$ cat config.mk
export PLATFORM = sky130hd
export DESIGN_NAME = i2c_fifo_tx_sched_flat
export DESIGN_NICKNAME = d
export VERILOG_FILES = /design/src/rtl/i2c_fifo_tx_sched_if.sv /design/src/rtl/i2c_fifo_tx_sched.sv /design/src/flat_wrapper.sv
export SDC_FILE = /design/constraint.sdc
export NUM_CORES = 1
export LEC_CHECK = 0
export CAP_MARGIN = 5
export CORE_MARGIN = 3
export CORE_UTILIZATION = 55
export CTS_BUF_LIST = sky130_fd_sc_hd__clkbuf_2 sky130_fd_sc_hd__clkbuf_4 sky130_fd_sc_hd__clkbuf_8
export DETAILED_ROUTE_END_ITERATION = 10
export PLACE_DENSITY = 0.92
export SYNTH_ARGS = -nofsm -noshare
export SYNTH_HDL_FRONTEND = slang
export SYNTH_SLANG_ARGS = --single-unit
export TNS_END_PERCENT = 50
$ cat constraint.sdc
create_clock -name clk -period 5.3 [get_ports clk]
set_input_delay 0.795 -clock clk [delete_from_list [all_inputs] [get_ports clk]]
set_output_delay 0.795 -clock clk [all_outputs]
set_load 0.1 [all_outputs]
$ cat src/rtl/i2c_fifo_tx_sched_if.sv
// FIFO read port and I2C byte-engine command port.
// master = scheduler side, slave = FIFO/engine side.
interface i2c_fifo_tx_sched_if;
  logic       fifo_rd_en;
  logic [7:0] fifo_rd_data;
  logic       fifo_rd_vld;
  logic       fifo_rd_empty;
  logic [1:0] eng_cmd;
  logic [7:0] eng_data;
  logic       eng_cmd_vld;
  logic       eng_ready;
  logic       eng_done;
  logic       eng_ack;

  modport master (
    output fifo_rd_en,
    input  fifo_rd_data,
    input  fifo_rd_vld,
    input  fifo_rd_empty,
    output eng_cmd,
    output eng_data,
    output eng_cmd_vld,
    input  eng_ready,
    input  eng_done,
    input  eng_ack
  );

  modport slave (
    input  fifo_rd_en,
    output fifo_rd_data,
    output fifo_rd_vld,
    output fifo_rd_empty,
    input  eng_cmd,
    input  eng_data,
    input  eng_cmd_vld,
    output eng_ready,
    output eng_done,
    output eng_ack
  );
endinterface

$ cat src/rtl/i2c_fifo_tx_sched.sv
// I2C write scheduler: START, address, N FIFO bytes, STOP.
// Aborts on NACK or FIFO underflow; every output is registered.
module i2c_fifo_tx_sched #(
  parameter int LSIZE     = 8,
  parameter int TO_CYCLES = 1000,
  parameter int TO_WIDTH  = 16
) (
  input  logic             clk,
  input  logic             rst,
  input  logic             start_req,
  input  logic [6:0]       dev_addr,
  input  logic [LSIZE-1:0] byte_len,
  output logic             busy,
  output logic             done,
  output logic [1:0]       err_code,
  output logic [LSIZE-1:0] sent_cnt,
  i2c_fifo_tx_sched_if.master bus
);

  localparam logic [1:0] C_IDLE  = 2'b00;
  localparam logic [1:0] C_START = 2'b01;
  localparam logic [1:0] C_WRITE = 2'b10;
  localparam logic [1:0] C_STOP  = 2'b11;

  localparam bit TO_EN = (TO_CYCLES != 0);
  localparam int TO_LAST_I =
    (TO_CYCLES > 0) ? TO_CYCLES - 1 : 0;
  localparam logic [TO_WIDTH-1:0] TO_LAST =
    TO_WIDTH'(TO_LAST_I);

  typedef enum logic [3:0] {
    S_IDLE,
    S_START_CMD,
    S_START_WAIT,
    S_ADDR_CMD,
    S_ADDR_WAIT,
    S_FETCH,
    S_LOAD,
    S_DATA_CMD,
    S_DATA_WAIT,
    S_STOP_CMD,
    S_STOP_WAIT
  } state_t;

  state_t              state_q, state_d;
  logic [6:0]          addr_q, addr_d;
  logic [LSIZE-1:0]    len_q, len_d;
  logic [LSIZE-1:0]    rem_q, rem_d;
  logic [TO_WIDTH-1:0] to_q, to_d;
  logic                busy_q, busy_d;
  logic                done_q, done_d;
  logic [1:0]          err_q, err_d;
  logic [LSIZE-1:0]    sent_q, sent_d;
  logic                rd_q, rd_d;
  logic [1:0]          cmd_q, cmd_d;
  logic [7:0]          data_q, data_d;
  logic                vld_q, vld_d;
  logic                xfer;

  assign xfer = vld_q && bus.eng_ready;

  assign busy            = busy_q;
  assign done            = done_q;
  assign err_code        = err_q;
  assign sent_cnt        = sent_q;
  assign bus.fifo_rd_en  = rd_q;
  assign bus.eng_cmd     = cmd_q;
  assign bus.eng_data    = data_q;
  assign bus.eng_cmd_vld = vld_q;

  // State and output registers.
  always_ff @(posedge clk) begin
    if (rst) begin
      state_q <= S_IDLE;
      addr_q  <= '0;
      len_q   <= '0;
      rem_q   <= '0;
      to_q    <= '0;
      busy_q  <= 1'b0;
      done_q  <= 1'b0;
      err_q   <= 2'd0;
      sent_q  <= '0;
      rd_q    <= 1'b0;
      cmd_q   <= C_IDLE;
      data_q  <= 8'h00;
      vld_q   <= 1'b0;
    end else begin
      state_q <= state_d;
      addr_q  <= addr_d;
      len_q   <= len_d;
      rem_q   <= rem_d;
      to_q    <= to_d;
      busy_q  <= busy_d;
      done_q  <= done_d;
      err_q   <= err_d;
      sent_q  <= sent_d;
      rd_q    <= rd_d;
      cmd_q   <= cmd_d;
      data_q  <= data_d;
      vld_q   <= vld_d;
    end
  end

  // Next state and next values of every registered output.
  always_comb begin
    state_d = state_q;
    addr_d  = addr_q;
    len_d   = len_q;
    rem_d   = rem_q;
    to_d    = to_q;
    busy_d  = busy_q;
    done_d  = 1'b0;
    err_d   = err_q;
    sent_d  = sent_q;
    rd_d    = 1'b0;
    cmd_d   = cmd_q;
    data_d  = data_q;
    vld_d   = vld_q;
    unique case (state_q)
      S_IDLE: begin
        if (start_req) begin
          addr_d  = dev_addr;
          len_d   = byte_len;
          rem_d   = byte_len;
          sent_d  = '0;
          err_d   = 2'd0;
          to_d    = '0;
          busy_d  = 1'b1;
          cmd_d   = C_START;
          data_d  = 8'h00;
          vld_d   = 1'b1;
          state_d = S_START_CMD;
        end
      end
      S_START_CMD, S_ADDR_CMD, S_STOP_CMD: begin
        if (xfer) begin
          vld_d  = 1'b0;
          cmd_d  = C_IDLE;
          data_d = 8'h00;
          unique case (state_q)
            S_START_CMD: state_d = S_START_WAIT;
            S_ADDR_CMD:  state_d = S_ADDR_WAIT;
            default:     state_d = S_STOP_WAIT;
          endcase
        end
      end
      S_DATA_CMD: begin
        // First cycle raises valid on the byte captured in LOAD.
        if (!vld_q) begin
          vld_d = 1'b1;
          cmd_d = C_WRITE;
        end else if (bus.eng_ready) begin
          vld_d   = 1'b0;
          cmd_d   = C_IDLE;
          data_d  = 8'h00;
          state_d = S_DATA_WAIT;
        end
      end
      S_START_WAIT: begin
        if (bus.eng_done) begin
          cmd_d   = C_WRITE;
          data_d  = {addr_q, 1'b0};
          vld_d   = 1'b1;
          state_d = S_ADDR_CMD;
        end
      end
      S_ADDR_WAIT: begin
        if (bus.eng_done) begin
          if (bus.eng_ack || len_q == '0) begin
            if (bus.eng_ack) err_d = 2'd1;
            cmd_d   = C_STOP;
            data_d  = 8'h00;
            vld_d   = 1'b1;
            state_d = S_STOP_CMD;
          end else begin
            to_d    = '0;
            state_d = S_FETCH;
          end
        end
      end
      S_FETCH: begin
        if (!bus.fifo_rd_empty) begin
          rd_d    = 1'b1;
          to_d    = '0;
          state_d = S_LOAD;
        end else if (TO_EN && to_q == TO_LAST) begin
          err_d   = 2'd3;
          to_d    = '0;
          cmd_d   = C_STOP;
          data_d  = 8'h00;
          vld_d   = 1'b1;
          state_d = S_STOP_CMD;
        end else begin
          to_d = to_q + TO_WIDTH'(1);
        end
      end
      S_LOAD: begin
        if (bus.fifo_rd_vld) begin
          data_d  = bus.fifo_rd_data;
          state_d = S_DATA_CMD;
        end
      end
      S_DATA_WAIT: begin
        if (bus.eng_done) begin
          if (bus.eng_ack) begin
            err_d   = 2'd2;
            cmd_d   = C_STOP;
            data_d  = 8'h00;
            vld_d   = 1'b1;
            state_d = S_STOP_CMD;
          end else begin
            if (sent_q != len_q) sent_d = sent_q + LSIZE'(1);
            if (rem_q != '0) rem_d = rem_q - LSIZE'(1);
            if (rem_q <= LSIZE'(1)) begin
              cmd_d   = C_STOP;
              data_d  = 8'h00;
              vld_d   = 1'b1;
              state_d = S_STOP_CMD;
            end else begin
              state_d = S_FETCH;
            end
          end
        end
      end
      S_STOP_WAIT: begin
        if (bus.eng_done) begin
          done_d  = 1'b1;
          busy_d  = 1'b0;
          state_d = S_IDLE;
        end
      end
      default: state_d = S_IDLE;
    endcase
  end

endmodule

$ cat src/flat_wrapper.sv
// flat-port wrapper written by rule: the top's interface ports become plain ports
module i2c_fifo_tx_sched_flat 
#(
  parameter int LSIZE     = 8,
  parameter int TO_CYCLES = 1000,
  parameter int TO_WIDTH  = 16
)
  (clk, rst, start_req, dev_addr, byte_len, busy, done, err_code, sent_cnt, bus_fifo_rd_en, bus_fifo_rd_data, bus_fifo_rd_vld, bus_fifo_rd_empty, bus_eng_cmd, bus_eng_data, bus_eng_cmd_vld, bus_eng_ready, bus_eng_done, bus_eng_ack);
  i2c_fifo_tx_sched_if bus_i ();
  input  logic clk;
  input  logic rst;
  input  logic start_req;
  input  logic [6:0] dev_addr;
  input  logic [LSIZE-1:0] byte_len;
  output logic busy;
  output logic done;
  output logic [1:0] err_code;
  output logic [LSIZE-1:0] sent_cnt;
  output wire logic [$bits(bus_i.fifo_rd_en)-1:0] bus_fifo_rd_en;
  input wire logic [$bits(bus_i.fifo_rd_data)-1:0] bus_fifo_rd_data;
  input wire logic [$bits(bus_i.fifo_rd_vld)-1:0] bus_fifo_rd_vld;
  input wire logic [$bits(bus_i.fifo_rd_empty)-1:0] bus_fifo_rd_empty;
  output wire logic [$bits(bus_i.eng_cmd)-1:0] bus_eng_cmd;
  output wire logic [$bits(bus_i.eng_data)-1:0] bus_eng_data;
  output wire logic [$bits(bus_i.eng_cmd_vld)-1:0] bus_eng_cmd_vld;
  input wire logic [$bits(bus_i.eng_ready)-1:0] bus_eng_ready;
  input wire logic [$bits(bus_i.eng_done)-1:0] bus_eng_done;
  input wire logic [$bits(bus_i.eng_ack)-1:0] bus_eng_ack;
  assign bus_fifo_rd_en = bus_i.fifo_rd_en;
  assign bus_i.fifo_rd_data = bus_fifo_rd_data;
  assign bus_i.fifo_rd_vld = bus_fifo_rd_vld;
  assign bus_i.fifo_rd_empty = bus_fifo_rd_empty;
  assign bus_eng_cmd = bus_i.eng_cmd;
  assign bus_eng_data = bus_i.eng_data;
  assign bus_eng_cmd_vld = bus_i.eng_cmd_vld;
  assign bus_i.eng_ready = bus_eng_ready;
  assign bus_i.eng_done = bus_eng_done;
  assign bus_i.eng_ack = bus_eng_ack;
  i2c_fifo_tx_sched #(.LSIZE(LSIZE), .TO_CYCLES(TO_CYCLES), .TO_WIDTH(TO_WIDTH)) u_core (.clk(clk), .rst(rst), .start_req(start_req), .dev_addr(dev_addr), .byte_len(byte_len), .busy(busy), .done(done), .err_code(err_code), .sent_cnt(sent_cnt), .bus(bus_i));
endmodule
=== Yosys cells after proc, flatten, opt, wreduce, memory -nomap -nowiden ===
Cells that the tools add are included.
W data, S select, Z words.

* Add/sub/neg operators: 3
* Order comparisons: 1
* Eq/ne operators: 33
* Mux-type cells: 82
* Bitwise operators: 2
* Reductions and logical operators: 24

{| class="wikitable"
|+ Operators with widths
! cell !! number
|-
| $mux W8 || 20
|-
| $mux W16 || 5
|-
| $pmux W8 S8 || 1
|-
| $mux W4 || 14
|-
| $pmux W16 S3 || 1
|-
| $mux W2 || 18
|-
| $pmux W4 S9 || 1
|-
| $pmux W8 S2 || 2
|-
| $ne A2 B2 Y1 const B || 12
|-
| $reduce_and A10 Y1 || 2
|-
| $add A16 B1 Y16 const B || 1
|-
| $eq A16 B10 Y1 const B || 1
|-
| $eq A4 B3 Y1 const B || 4
|-
| $reduce_bool A8 Y1 || 2
|-
| $mux W1 || 15
|-
| $pmux W2 S7 || 1
|-
| $reduce_and A13 Y1 || 1
|-
| $eq A4 B4 Y1 const B || 3
|-
| $ne A2 B1 Y1 const B || 6
|-
| $reduce_and A11 Y1 || 1
|-
| $reduce_and A5 Y1 || 2
|-
| $reduce_and A9 Y1 || 1
|-
| $add A8 B1 Y8 const B || 1
|-
| $eq A4 B2 Y1 const B || 2
|-
| other kinds (24) || 28
|}

* Register bits: 67
* Input port bits: 31
* Output and inout bits: 24
* Logic and storage cells: 158

=== Logic depth before layout (Yosys ltp) ===
Gate-level depths: netlist of the first run.

* Depth in word-level cells: 5
* Gate-level depth with buffers: 9

=== Worst setup path before layout of the first run ===
Ideal clock, no wire load.

* Path kind: reg-to-reg
* Start point: reg u_core.vld_q (netlist: u_core.bus.eng_cmd_vld)
* End point: reg u_core.state_q[0]
* Setup time: 0.062 ns
* Data arrival time: 2.325 ns
* Path slack: 2.913 ns
* Cell stages (with the launch flop): 7
* Clock period less this slack: 2.387 ns
* Path through: dfxtp_1 > nand2_1 > and3_2 > or4_4 > buf_6 > mux2_4 > nor2_2

* Cells in the longest elaborated chain, start to end: 3

{| class="wikitable"
|+ RTL lines
! element !! line !! source
|-
| start: declaration || i2c_fifo_tx_sched.sv:57 || <nowiki>logic vld_q, vld_d;</nowiki>
|-
| start signal: assignment || i2c_fifo_tx_sched.sv:100 || <nowiki>vld_q <= vld_d;</nowiki>
|-
| $logic_and A1 B1 Y1 || i2c_fifo_tx_sched.sv:60 || <nowiki>assign xfer = vld_q && bus.eng_ready;</nowiki>
|-
| $ne A2 B1 Y1 (no line) || - ||
|-
| $reduce_and A10 Y1 (no line) * || - ||
|-
| end signal: assignment || i2c_fifo_tx_sched.sv:88 || <nowiki>state_q <= state_d;</nowiki>
|-
| end: declaration || i2c_fifo_tx_sched.sv:45 || <nowiki>state_t state_q, state_d;</nowiki>
|}

Mark *: on every way between the ends. The rest lies on a longest branch, timed or not.
A chain may end at the register's enable or synchronous reset.

=== Final worst setup path of the first run ===
* Start point: in start_req
* End point: reg u_core.to_q[9]

* Cells in the longest elaborated chain, start to end: 2

{| class="wikitable"
|+ RTL lines
! element !! line !! source
|-
| start: declaration || flat_wrapper.sv:12 || <nowiki>input logic start_req;</nowiki>
|-
| $ne A2 B2 Y1 (no line) || - ||
|-
| $reduce_and A4 Y1 (no line) || - ||
|-
| end signal: assignment || i2c_fifo_tx_sched.sv:92 || <nowiki>to_q <= to_d;</nowiki>
|-
| end: declaration || i2c_fifo_tx_sched.sv:49 || <nowiki>logic [TO_WIDTH-1:0] to_q, to_d;</nowiki>
|}

Every way passes these cells.

==> results of run 1 <==
## per-stage QoR
step / hold WS [ns] / instances
2_1_floorplan: 0.432 / 446
3_3_place_gp: 0.441 / 551
3_5_place_dp: 0.460 / 551
4_1_cts: 0.472 / 567
5_1_grt: 0.475 / 567
6_report: 0.471 / 567
## synthesized netlist by cell type (7+ instances only)
cell type,instances,area [um^2]
and3_1,8,50.1
nor3_1,11,55.1
nor2_1,48,180
buf_2,7,35.0
mux2_2,7,78.8
xnor2_1,12,105
mux2i_1,16,160
o21ai_0,15,75.1
xor2_1,17,149
inv_1,10,37.5
nand3_1,15,75.1
dfxtp_1,67,1340
clkbuf_1,10,37.5
nand2_1,72,270
a21oi_1,36,180
## state kept, by name (all words and copies together), names as in the netlist, 4 cells and up
name,count
u_core.to_q,16
u_core.bus.eng_data,8
u_core.len_q,8
u_core.rem_q,8
u_core.sent_cnt,8
u_core.addr_q,7
u_core.state_q,4
## placed cells by master, fill, tap and decap left out, drive strengths merged, types with 3 or more instances in the layout
master         Yosys  final
a21o               3      3
xnor2             12     12
mux2               8      8
o21ai             17     17
ha                 5      5
dfxtp             67     67
o21a               5      5
nand2             73     73
a31oi              4      4
a211oi             3      3
nand3             15     15
and3              10     10
nor2              49     49
a21oi             36     36
nor3              11     11
xor2              17     17
nor4               8      8
nand2b             3      3
clkdlybuf4s50      0     54
nor2b              5      5
mux2i             16     16
nand4              5      5
inv               10     11
and4               3      3
clkbuf            11      9
## kinds of logic after synthesis
group           synth area share, %
compound gates                 15.6
xor+xnor                       7.00
fa+ha+maj                      1.72
buf+inv                        5.07
flops                          37.0
mux                            7.00
simple gates                   26.6
## power breakdown
group	switching, W	internal (W)
Sequential	0.000132	0.000584
Combinational	0.000574	0.000333
Clock	0.000213	0.000268
Total	0.000919	0.00118
## worst paths after layout
check / depth (start not counted) / from / end
hold / removal: 2 / u_core.bus.eng_cmd[0] / u_core.bus.eng_cmd[0]
hold reg to reg: 2 / u_core.bus.eng_cmd[0] / u_core.bus.eng_cmd[0]
setup reg to reg: 5 / u_core.state_q[2] / u_core.to_q[9]
setup / recovery: 6 / start_req / u_core.to_q[9]
## cell type report
cell class / count / area, um^2 / share of cell area (%)
Clock inverter: 7 / 101 / 2.33
Inverter: 10 / 37.5 / 0.863
Clock buffer: 9 / 124 / 2.85
Multi-Input combinational cell: 344 / 2100 / 48.4
Sequential cell: 67 / 1340 / 30.8
Timing Repair Buffer: 55 / 548 / 12.6
Tap cell: 75 / 93.8 / 2.16
## worst max-delay path, delay by kind of cell
family                 cells  cell delay [ns]
buffers and inverters      1             0.56
and+or+nand+nor            2             0.51
AOI/OAI and AO/OA          3             1.47
## per-layer routing
layer	GRT usage [%]	part of all wire, %	up-vias
met5	0	0	-
met4	8.79	1.9	0
met3	6.43	6.7	19
met2	42.5	50	146
met1	31.8	42	1665
li1	-	-	1644
==> reports/results.tsv, run 1 <==
metric	value	unit
final instance area	4350	um^2
class of the worst hold path	flop to flop	
number of synthesized flops with an enable pin	0	
r2r setup slk	2.19	ns
setup TNS	0	ns
area growth from synthesis to layout	19.9	%
CTS H-tree depth	3	
final setup vio count	0	
ys flop type	dfxtp_1	
initial cell density of the core	58.8	%
chip width	87.2	um
Leak	1.61	nW
clock-pin slew on the worst setup and hold paths	0.08	ns
Synth warnings	0	
Longest Clk Path Bufs	2	
Hold Vio Cnt, Final	0	
Port-buffer cells	54	
row count	28	
drt wl/cell	16.2	um
Post-Syn Area	3630	um^2
crit-path cells	clkdlybuf4s50_1, or3b_1, a21boi_1, o21ai_1, o21ai_1, nor2_1	
VDD IR-drop max	0.000414	V
Max FO, Critical Path	16	
Crit path largest cell delay	0.96	ns
latest clock arrival within the worst-skew pair	0.35	ns
ANT cells	0	
root buf cell	clkbuf_8	
GR Util All Layers	25.4	%
RSZ-0062 raised after global routing	false	
IO Pins	55	
Layout Skew	0.0100	ns
critical path type	input port to flop	
Slew Limit Headroom	23.6	%
cells after synthesis	446	
Slew @ Worst Pin	1.14	ns
CTS tree	done	
total power	0.00210	W
async set-reset flop share out of synthesis	0	%
CTS buffer count	9	
violated checks	design-rule violations	
Synth cell types	65	
syn_area_per_cell	8.14	um^2
Fillers	457	
Net Count, Synth	482	
drt drc	1	
fin util	70.5	%
register area share after synthesis	37.0	%
Nets	523	
ANT nets after route	0	
Critical Path End Type	flop	
number of gates resized after cts	0	
routed vias	3474	
initial DRC count	318	
Tcrit/Tclk final	59.5	%
Die Y	87.2	um
number of max-cap violations	0	
Pre-antenna DRT Iters	8	
fin worst setup slack	2.15	ns
Critical Path RT	5.49	ns
CP dominant cell by count	o21ai_1	
Final HPWL DP	6420	um
Via density	6.13	
startpoint types	input port	
initial antenna violation count	0	
pin count of the biggest net entering global routing	34	
number of clock sinks	67	
GP Congestion	0.877	
vias in the first global route	3323	
cts hold-fix bufs	0	
post-CTS setup buffers	0	
Yosys reg bits	67	
CP max-delay cell	o21ai_1	
Pins Over Slew Limit	0	
power per cell area	484	nW/um^2
die area	7610	um^2
placement-stage cell area	4120	um^2
fmax	317	MHz
share of layout cells above drive strength 1	7.72	%
run status	complete, but fails checks	
Core Area	6170	um^2
WP data arrival	3.34	ns
gr ovfl total	0	
WL final	9190	um
first-pass GRT wire length	15400	um
fin crit period	3.15	ns
pre-CTS setup slack	1.82	ns
(Power assumes the default switching activity.)
==> inputs of run 2 (changes only) <==
--- a/config.mk
+++ b/config.mk
@@ -7,10 +7,10 @@
 export LEC_CHECK = 0
 export CAP_MARGIN = 5
 export CORE_MARGIN = 3
-export CORE_UTILIZATION = 55
+export CORE_UTILIZATION = 51
 export CTS_BUF_LIST = sky130_fd_sc_hd__clkbuf_2 sky130_fd_sc_hd__clkbuf_4 sky130_fd_sc_hd__clkbuf_8
 export DETAILED_ROUTE_END_ITERATION = 10
-export PLACE_DENSITY = 0.92
+export PLACE_DENSITY = 0.9
 export SYNTH_ARGS = -nofsm -noshare
 export SYNTH_HDL_FRONTEND = slang
 export SYNTH_SLANG_ARGS = --single-unit
==> constraint.sdc (replaced) <==
create_clock -name clk -period 2.8 [get_ports clk]
set_input_delay 0.42 -clock clk [delete_from_list [all_inputs] [get_ports clk]]
set_output_delay 0.42 -clock clk [all_outputs]
set_load 0.1 [all_outputs]
==> reports/results.tsv, run 2 (same netlist as run 1, synthesis figures left out) <==
metric	value	unit
drt drc	0	
CTS H-tree depth	3	
fin worst setup slack	0.218	ns
Flop pwr share	32.6	%
initial antenna violation count	0	
Largest Register	u_core.to_q	
number of clock sinks	67	
post-CTS setup buffers	0	
RSZ-0062 raised after global routing	false	
number of max-cap violations	0	
worst r2r dst	u_core.rem_q[0]	
hold slack	0.457	ns
number of gates resized after cts	0	
CP max-delay cell	a41o_1	
vias in the first global route	3283	
Critical Path Stages	7	
r2r setup slk	0.22	ns
ANT cells	0	
setup TNS	0	ns
run status	completed	
Tcrit/Tclk final	92.2	%
row count	30	
R2R depth	7	
fmax	387	MHz
gr ovfl total	0	
max FFs per register	16	
Port-buffer cells	54	
initial DRC count	325	
crit-path cells	buf_4, nor2_1, and3_1, a41o_1, nor3_1, a21oi_1, a21oi_1	
CP dominant cell by count	a21oi_1	
Crit path largest cell delay	0.55	ns
chip width	90.4	um
root buf cell	clkbuf_8	
WL final	9040	um
ANT nets after route	0	
first-pass GRT wire length	14800	um
pre-CTS setup slack	0.172	ns
Worst Path Buf+Inv	1	
Switch Pwr	0.00174	W
Critical Path End Type	flop	
Pre-antenna DRT Iters	5	
GP Congestion	0.905	
Leak	1.70	nW
final setup vio count	0	
fin crit period	2.58	ns
Fillers	549	
VDD IR-drop max	0.000372	V
Hold Vio Cnt, Final	0	
Critical Path RT	3.03	ns
Final HPWL DP	6340	um
die area	8160	um^2
CTS tree	done	
Nets	532	
total power	0.00402	W
Slew @ Worst Pin	0.717	ns
initial cell density of the core	53.1	%
Longest Clk Path Bufs	2	
clock share of power	22.6	%
Sw Ratio	43.2	%
area growth from synthesis to layout	20.7	%
cts hold-fix bufs	0	
power per cell area	918	nW/um^2
drt wl/cell	15.1	um
share of layout cells above drive strength 1	14.2	%
routed vias	3430	
pin count of the biggest net entering global routing	33	
commonest cells after routing, fill and taps aside	72 x nand2_1, 67 x dfxtp_1, 48 x nor2_1	
latest clock arrival within the worst-skew pair	0.36	ns
Max FO, Critical Path	16	
class of the worst hold path	flop to flop	
IO Pins	55	
crit path from	u_core.state_q[2]	
critical path type	flop to flop	
GR Util All Layers	21.9	%
clock-pin slew on the worst setup and hold paths	0.09	ns
Combinational Power Share	44.8	%
worst setup path endpoint	u_core.rem_q[0]	
Pins Over Slew Limit	0	
startpoint types	flop	
Int Pwr	0.00228	W
Core Area	6830	um^2
Die Y	90.4	um
WP data arrival	2.81	ns
Layout Skew	0.0187	ns
RR Startpoint	u_core.state_q[2]	
critical path's top delay family	simple AND/OR/NAND/NOR gates	
Slew Limit Headroom	52.2	%
commonest non-fill, non-tap cell in the layout	nand2_1	
Via density	5.75	
CTS buffer count	9	
-- run 2: final cells by class --
class | instances | area, um^2 | share of cell area [%]
multi-input combinational | 344 | 2100 | 48.0
sequential | 67 | 1340 | 30.6
timing repair buffer | 64 | 556 | 12.7
clock buffer | 10 | 131 | 3.00
tap | 96 | 120 | 2.74
clock inverter | 6 | 90.1 | 2.06
inverter | 10 | 37.5 | 0.857
-- run 2: worst register-to-register path: cells and delay by family, from the launching register on --
kind | cells | cell delay [ns]
simple gates | 3 | 0.94
compound gates | 3 | 0.80
flops | 1 | 0.46
buf+inv | 1 | 0.25
-- run 2: metrics by stage --
| stage | area (um^2) | util [%] | std cells |
|---|---|---|---|
| 5_1_grt | 4380 | 64.1 | 597 |
| 3_5_place_dp | 4160 | 60.9 | 581 |
| 2_1_floorplan | 3630 | - | 446 |
| 3_3_place_gp | 4160 | 60.9 | 581 |
| 6_report | 4380 | 64.1 | 597 |
| 4_1_cts | 4380 | 64.1 | 597 |
-- run 2: metal layers --
metal | part of all wire [%] | global-route usage (%) | vias to the layer above
li1 | - | - | 1659
met1 | 43 | 26.7 | 1610
met2 | 49 | 37.5 | 140
met3 | 5.6 | 3.50 | 21
met4 | 2.4 | 10.8 | 0
met5 | 0 | 0 | -
-- run 2: worst min path at each step --
| stage | depth (start not counted) | start | end |
|---|---|---|---|
| 2_1_floorplan | 2 | u_core.addr_q[0] | u_core.addr_q[0] |
| 3_3_place_gp | 2 | u_core.addr_q[6] | u_core.addr_q[6] |
| 3_5_place_dp | 2 | u_core.addr_q[6] | u_core.addr_q[6] |
| 4_1_cts | 2 | u_core.addr_q[6] | u_core.addr_q[6] |
| 5_1_grt | 2 | u_core.addr_q[3] | u_core.addr_q[3] |
| 6_report | 2 | u_core.addr_q[6] | u_core.addr_q[6] |
-- run 2: power by group through the flow --
stage / clock, W / sequential (W) / combinational [W]
after floorplan: 0 / 0.00154 / 0.00117
after global placement: 0 / 0.00131 / 0.00171
after detailed placement: 0 / 0.00132 / 0.00176
after CTS: 0.000911 / 0.00130 / 0.00178
after global routing: 0.000952 / 0.00133 / 0.00193
final: 0.000909 / 0.00131 / 0.00180
==> inputs of run 3 (changes only) <==
--- a/config.mk
+++ b/config.mk
@@ -11,6 +11,7 @@
 export CTS_BUF_LIST = sky130_fd_sc_hd__clkbuf_2 sky130_fd_sc_hd__clkbuf_4 sky130_fd_sc_hd__clkbuf_8
 export DETAILED_ROUTE_END_ITERATION = 10
 export PLACE_DENSITY = 0.9
+export SETUP_SLACK_MARGIN = 0.4
 export SYNTH_ARGS = -nofsm -noshare
 export SYNTH_HDL_FRONTEND = slang
 export SYNTH_SLANG_ARGS = --single-unit
==> reports/results.tsv, run 3 (same netlist as run 1, synthesis figures left out) <==
metric	value	unit
power per cell area	920	nW/um^2
VDD IR-drop max	0.000368	V
critical path's top delay family	simple AND/OR/NAND/NOR gates	
Via density	5.77	
total power	0.00404	W
IO Pins	55	
non-filler cells, final	597	
number of clock sinks	67	
Hold Vio Cnt, Final	0	
pin count of the biggest net entering global routing	33	
Die Y	90.4	um
vias in the first global route	3283	
crit-path cells	inv_1, ha_1, or2_2, a31oi_1, nand2_1, and3_1, nand2_2, mux2i_1	
Max FO, Critical Path	8	
initial antenna violation count	0	
area of the multi-input gates	2110	um^2
WL final	9040	um
row count	30	
CTS tree	done	
Leak	1.70	nW
cts hold-fix bufs	0	
commonest cells after routing, fill and taps aside	72 x nand2_1, 63 x dfxtp_1, 48 x nor2_1	
Slew @ Worst Pin	0.633	ns
Cells after DPL	581	
Critical Path RT	3.09	ns
initial cell density of the core	53.1	%
Largest Register	u_core.to_q	
Fillers	550	
fmax	432	MHz
GP Congestion	0.905	
initial DRC count	244	
Final HPWL DP	6340	um
CTS H-tree depth	3	
Core Area	6830	um^2
area growth from synthesis to layout	21.1	%
run status	completed	
Slew Limit Headroom	57.7	%
latest clock arrival within the worst-skew pair	0.36	ns
Layout Skew	0.0207	ns
chip width	90.4	um
hold slack	0.456	ns
Critical Path End Type	flop	
Worst Path Buf+Inv	1	
number of max-cap violations	0	
commonest non-fill, non-tap cell in the layout	nand2_1	
drt drc	0	
Nets	532	
clock-pin slew on the worst setup and hold paths	0.09	ns
setup TNS	0	ns
Longest Clk Path Bufs	2	
Crit path largest cell delay	0.42	ns
die area	8160	um^2
Tcrit/Tclk final	82.6	%
CP max-delay cell	dfxtp_1	
class of the worst hold path	flop to flop	
fin crit period	2.31	ns
Pins Over Slew Limit	0	
CTS buffer count	9	
ANT cells	0	
register area	1350	um^2
critical path type	flop to flop	
routed vias	3446	
WP data arrival	2.60	ns
GR Util All Layers	21.9	%
startpoint types	flop	
first-pass GRT wire length	14800	um
ANT nets after route	0	
drt wl/cell	15.1	um
final setup vio count	0	
gr ovfl total	0	
max FFs per register	16	
post-CTS setup buffers	0	
Pre-antenna DRT Iters	5	
Port-buffer cells	54	
RSZ-0062 raised after global routing	false	
share of layout cells above drive strength 1	15.4	%
root buf cell	clkbuf_8	
==> run 3: cell counts in the layout (fill, tap and decap cells not counted) <==
Identical to the previous run, type by type.
==> run 3: timing repair <==
action / in CTS / in global routing
pin swaps: 0 / 0
gates resized for setup: 1 / 6
setup endpoints to repair: 5 / 24
hold endpoints to repair: 0 / 0
==> run 3: worst register-to-register path, stage by stage (launching register included) <==
cell and delay (ns):
dfxtp_1 0.42, inv_1 0.09, ha_1 0.29, or2_2 0.32, a31oi_1 0.34, nand2_1 0.09, and3_1 0.24, nand2_2 0.23
mux2i_1 0.23
==> run 3: layout make-up <==
| cell class | instances | area share (%) |
|---|---|---|
| inverter | 10 | 0.854 |
| multi-input combinational | 344 | 48.1 |
| timing repair buffer | 64 | 12.6 |
| sequential | 67 | 30.6 |
| clock buffer | 10 | 2.99 |
| clock inverter | 6 | 2.05 |
| tap | 96 | 2.73 |
==> run 3: path summary, 6_finish.rpt <==
kind	startpoint	to	slack [ns]	cells after the start
worst min register to register	u_core.addr_q[6]	u_core.addr_q[6]	0.46	2
worst max register to register	u_core.rem_q[0]	u_core.bus.eng_data[7]	0.49	8
worst max-delay path	u_core.rem_q[0]	u_core.bus.eng_data[7]	0.49	8
worst min-delay path	u_core.addr_q[6]	u_core.addr_q[6]	0.46	2
==> run 3: per-stage QoR <==
stage	cell area (um^2)	utilization (%)	worst slack, ns
6_report	4400	64.3	0.487
5_1_grt	4400	64.3	0.402
4_1_cts	4380	64.1	0.458
3_5_place_dp	4160	60.9	0.172
3_3_place_gp	4160	60.9	0.232
2_1_floorplan	3630	-	0.413
==> run 3: layer usage <==
layer | vias to the layer above | track usage, % | share of wire [%]
met2 | 145 | 37.5 | 49
li1 | 1658 | - | -
met1 | 1625 | 26.7 | 42
met3 | 18 | 3.50 | 6.2
met4 | 0 | 10.8 | 2.1
met5 | - | 0 | 0
==> run 3: report_power, final <==
group          total, W  switching, W  leakage [nW]  internal, W
logic           0.00182       0.00115          1.05     0.000672
registers       0.00131      0.000204         0.546      0.00111
clock network  0.000909      0.000396         0.110     0.000513
total           0.00404       0.00175          1.70      0.00229
==> RTL edit: new RTL, flow settings as in run 2 <==
Encoding of `state_t`: now one-hot (11 bits for 11 states).
--- a/src/rtl/i2c_fifo_tx_sched.sv
+++ b/src/rtl/i2c_fifo_tx_sched.sv
@@ -30,14 +30,14 @@
 
-  typedef enum logic [3:0] {
-    S_IDLE,
-    S_START_CMD,
-    S_START_WAIT,
-    S_ADDR_CMD,
-    S_ADDR_WAIT,
-    S_FETCH,
-    S_LOAD,
-    S_DATA_CMD,
-    S_DATA_WAIT,
-    S_STOP_CMD,
-    S_STOP_WAIT
+  typedef enum logic [10:0] {
+    S_IDLE       = 11'b00000000001,
+    S_START_CMD  = 11'b00000000010,
+    S_START_WAIT = 11'b00000000100,
+    S_ADDR_CMD   = 11'b00000001000,
+    S_ADDR_WAIT  = 11'b00000010000,
+    S_FETCH      = 11'b00000100000,
+    S_LOAD       = 11'b00001000000,
+    S_DATA_CMD   = 11'b00010000000,
+    S_DATA_WAIT  = 11'b00100000000,
+    S_STOP_CMD   = 11'b01000000000,
+    S_STOP_WAIT  = 11'b10000000000
   } state_t;
Function: no difference found for any inputs over 4 cycles, from zero or initial values and one cycle with rst high; so few cycles prove little.
==> RTL edit against run 2 <==
- wire length increased by 18%
- first-iteration DRC count grew 2.5%
- non-clock buffer count up 12
- setup slack got worse by 0.15 ns
- synthesized area increased by 12%
- final area up 11%
- sequential cell count grew 7
- critical path depth grew 1
- highest routed layer unchanged
Power is not compared: it rests on default switching activity, and its combinational part moved more than twofold at a synthesized area within 25%.
==> RTL edit: results (changes against run 2) <==
| Metric | Value |
|---|---|
| GR Util All Layers | `24.1% (+2.2 points)` |
| Dpl hpwl | `7700 um (+21%)` |
| Cell variety after synth | `56 (-14%)` |
| Worst reg2reg path depth | `7 (unchanged)` |
| Final WL | `10700 um (+18%)` |
| Via density | `6.01 (+4.6%)` |
| Highest routed layer | `met4` |
| Root Driver | `clkbuf_8` |
| Met1 Usage GRT | `28.5% (+1.8 points)` |
| Worst-path fanout max | `8 (-8)` |
| Fillers | `619 (+13%)` |
| Ranking of synthesized cells by area | `dfxtp_1 (37%), nand2_1 (5.8%), nor2_1 (4.4%)` |
| Metal2 WL | `5390 um (+22%)` |
| Fin nets | `596 (+12%)` |
| Cell family with most CP delay | `simple AND/OR/NAND/NOR gates` |
| Leakage power | `1.91 nW` |
| Worst EP arrival | `2.99 ns (+0.18 ns)` |
| Largest net degree at the start of global routing | `39 (+18%)` |
| Worst-skew pair later-pin latency | `0.36 ns (about the same)` |
| Max incr delay on CP | `0.61 ns (+0.06 ns)` |
| Regs by FF count | `u_core.to_q x16, u_core.state_q x11` |
| Routed vias | `3998 (+17%)` |
| DRT Pass-1 Iters | `5 (unchanged)` |
| Fraction of layout cells with a size suffix above 1 | `15.2% (+1.0 points)` |
| Synthesized area per cell | `7.98 um^2 (-1.9%)` |
| 1st-iter DRT viols | `333 (+2.5%)` |
| Clk_skew | `0.0120 ns (-0.00663 ns)` |
| First-pass GRT wire length | `17400 um (+18%)` |
| Worst VDD drop | `0.375 mV` |
| Gp weighted congestion | `0.912 (+0.74%)` |
| Initial antenna violation count | `0 (unchanged)` |
| Setup TNS | `0 ns (unchanged)` |
| Post-CTS setup buffer count | `0 (unchanged)` |
| Largest register FFs | `16 (unchanged)` |
| Rel. slew slack | `59.4% (+7.3 points)` |
| Placed Area | `4660 um^2 (+12%)` |
| Vias in the first global route | `3794 (+16%)` |
| Post-synth top cells | `dfxtp_1 (74), nand2_1 (63), nor2_1 (47)` |
| H-tree depth | `3 (unchanged)` |
| WHS Path Cells | `2 (unchanged)` |
| Status | `complete, no violations` |
| Max Root-Sink Buffers | `2 (unchanged)` |
| Core area | `7490 um^2 (+9.6%)` |
| Post-Syn Nets | `543 (+13%)` |
| GR Util met3 | `6.16% (+2.7 points)` |
| Seq/Total Area, Yosys | `36.5% (-0.43 points)` |
| Pre-CTS setup slack | `-0.316 ns (-0.488 ns)` |
| IO buf count | `54 (unchanged)` |
| GR met2 Demand/Resource | `42.2% (+4.7 points)` |
| Ys Warns | `0 (unchanged)` |
| Worst hold path type | `flip-flop to flip-flop` |
| DP Cell Count | `649 (+12%)` |
| Metal-1 WL | `4490 um (+15%)` |
| DR WL met3 | `650 um (+28%)` |
| CP max-delay cell | `or4b_2` |
| Final Hold Fails | `0 (unchanged)` |
## RTL edit: final timing paths
check                                start                                  end  slack [ns]
max                      bus_fifo_rd_empty  u_core.bus.eng_data[6]$_SDFFE_PP0P_        0.06
min          u_core.addr_q[5]$_SDFFE_PP0P_        u_core.addr_q[5]$_SDFFE_PP0P_        0.47
max reg2reg    u_core.to_q[2]$_SDFFE_PP0P_  u_core.bus.eng_data[6]$_SDFFE_PP0P_        0.09
min reg2reg  u_core.addr_q[5]$_SDFFE_PP0P_        u_core.addr_q[5]$_SDFFE_PP0P_        0.47
## RTL edit: timing repair
item / in CTS / in global routing
endpoints found under the setup margin: 6 / 8
pin swaps: 0 / 1
hold buffers: 0 / 0
cloned: 0 / 0
resized for setup: 1 / 1
## RTL edit: cell type report
| cell class | instances | area (um^2) | area share [%] |
|---|---|---|---|
| clock buffer | 9 | 124 | 2.54 |
| multi-input combinational | 390 | 2390 | 49.0 |
| clock inverter | 7 | 76.3 | 1.57 |
| tap | 99 | 124 | 2.54 |
| timing repair buffer | 76 | 641 | 13.1 |
| inverter | 10 | 37.5 | 0.770 |
| sequential | 74 | 1480 | 30.4 |
## RTL edit: power by group
part	total [mW]	switching [mW]	internal [mW]
Combinational	0.795	0.488	0.306
Sequential	1.20	0.0814	1.12
Clock	0.846	0.429	0.417
Total	2.84	0.999	1.84
## RTL edit: stage by stage
step	power, mW	hold slack, ns
floorplan	1.78	0.437
global placement	1.98	0.446
detailed placement	2.00	0.451
CTS	2.84	0.462
global route	2.98	0.478
finish	2.84	0.465
## RTL edit: cells by family (layout without fill, tap and decap cells)
family	count (synthesis)	count (layout)	share of synthesized area [%]
simple gates	244	244	31.7
compound gates	101	101	16.1
flops	74	74	36.5
buf+inv	44	102	5.00
xor+xnor	27	27	5.83
mux	14	14	3.67
fa+ha+maj	4	4	1.23
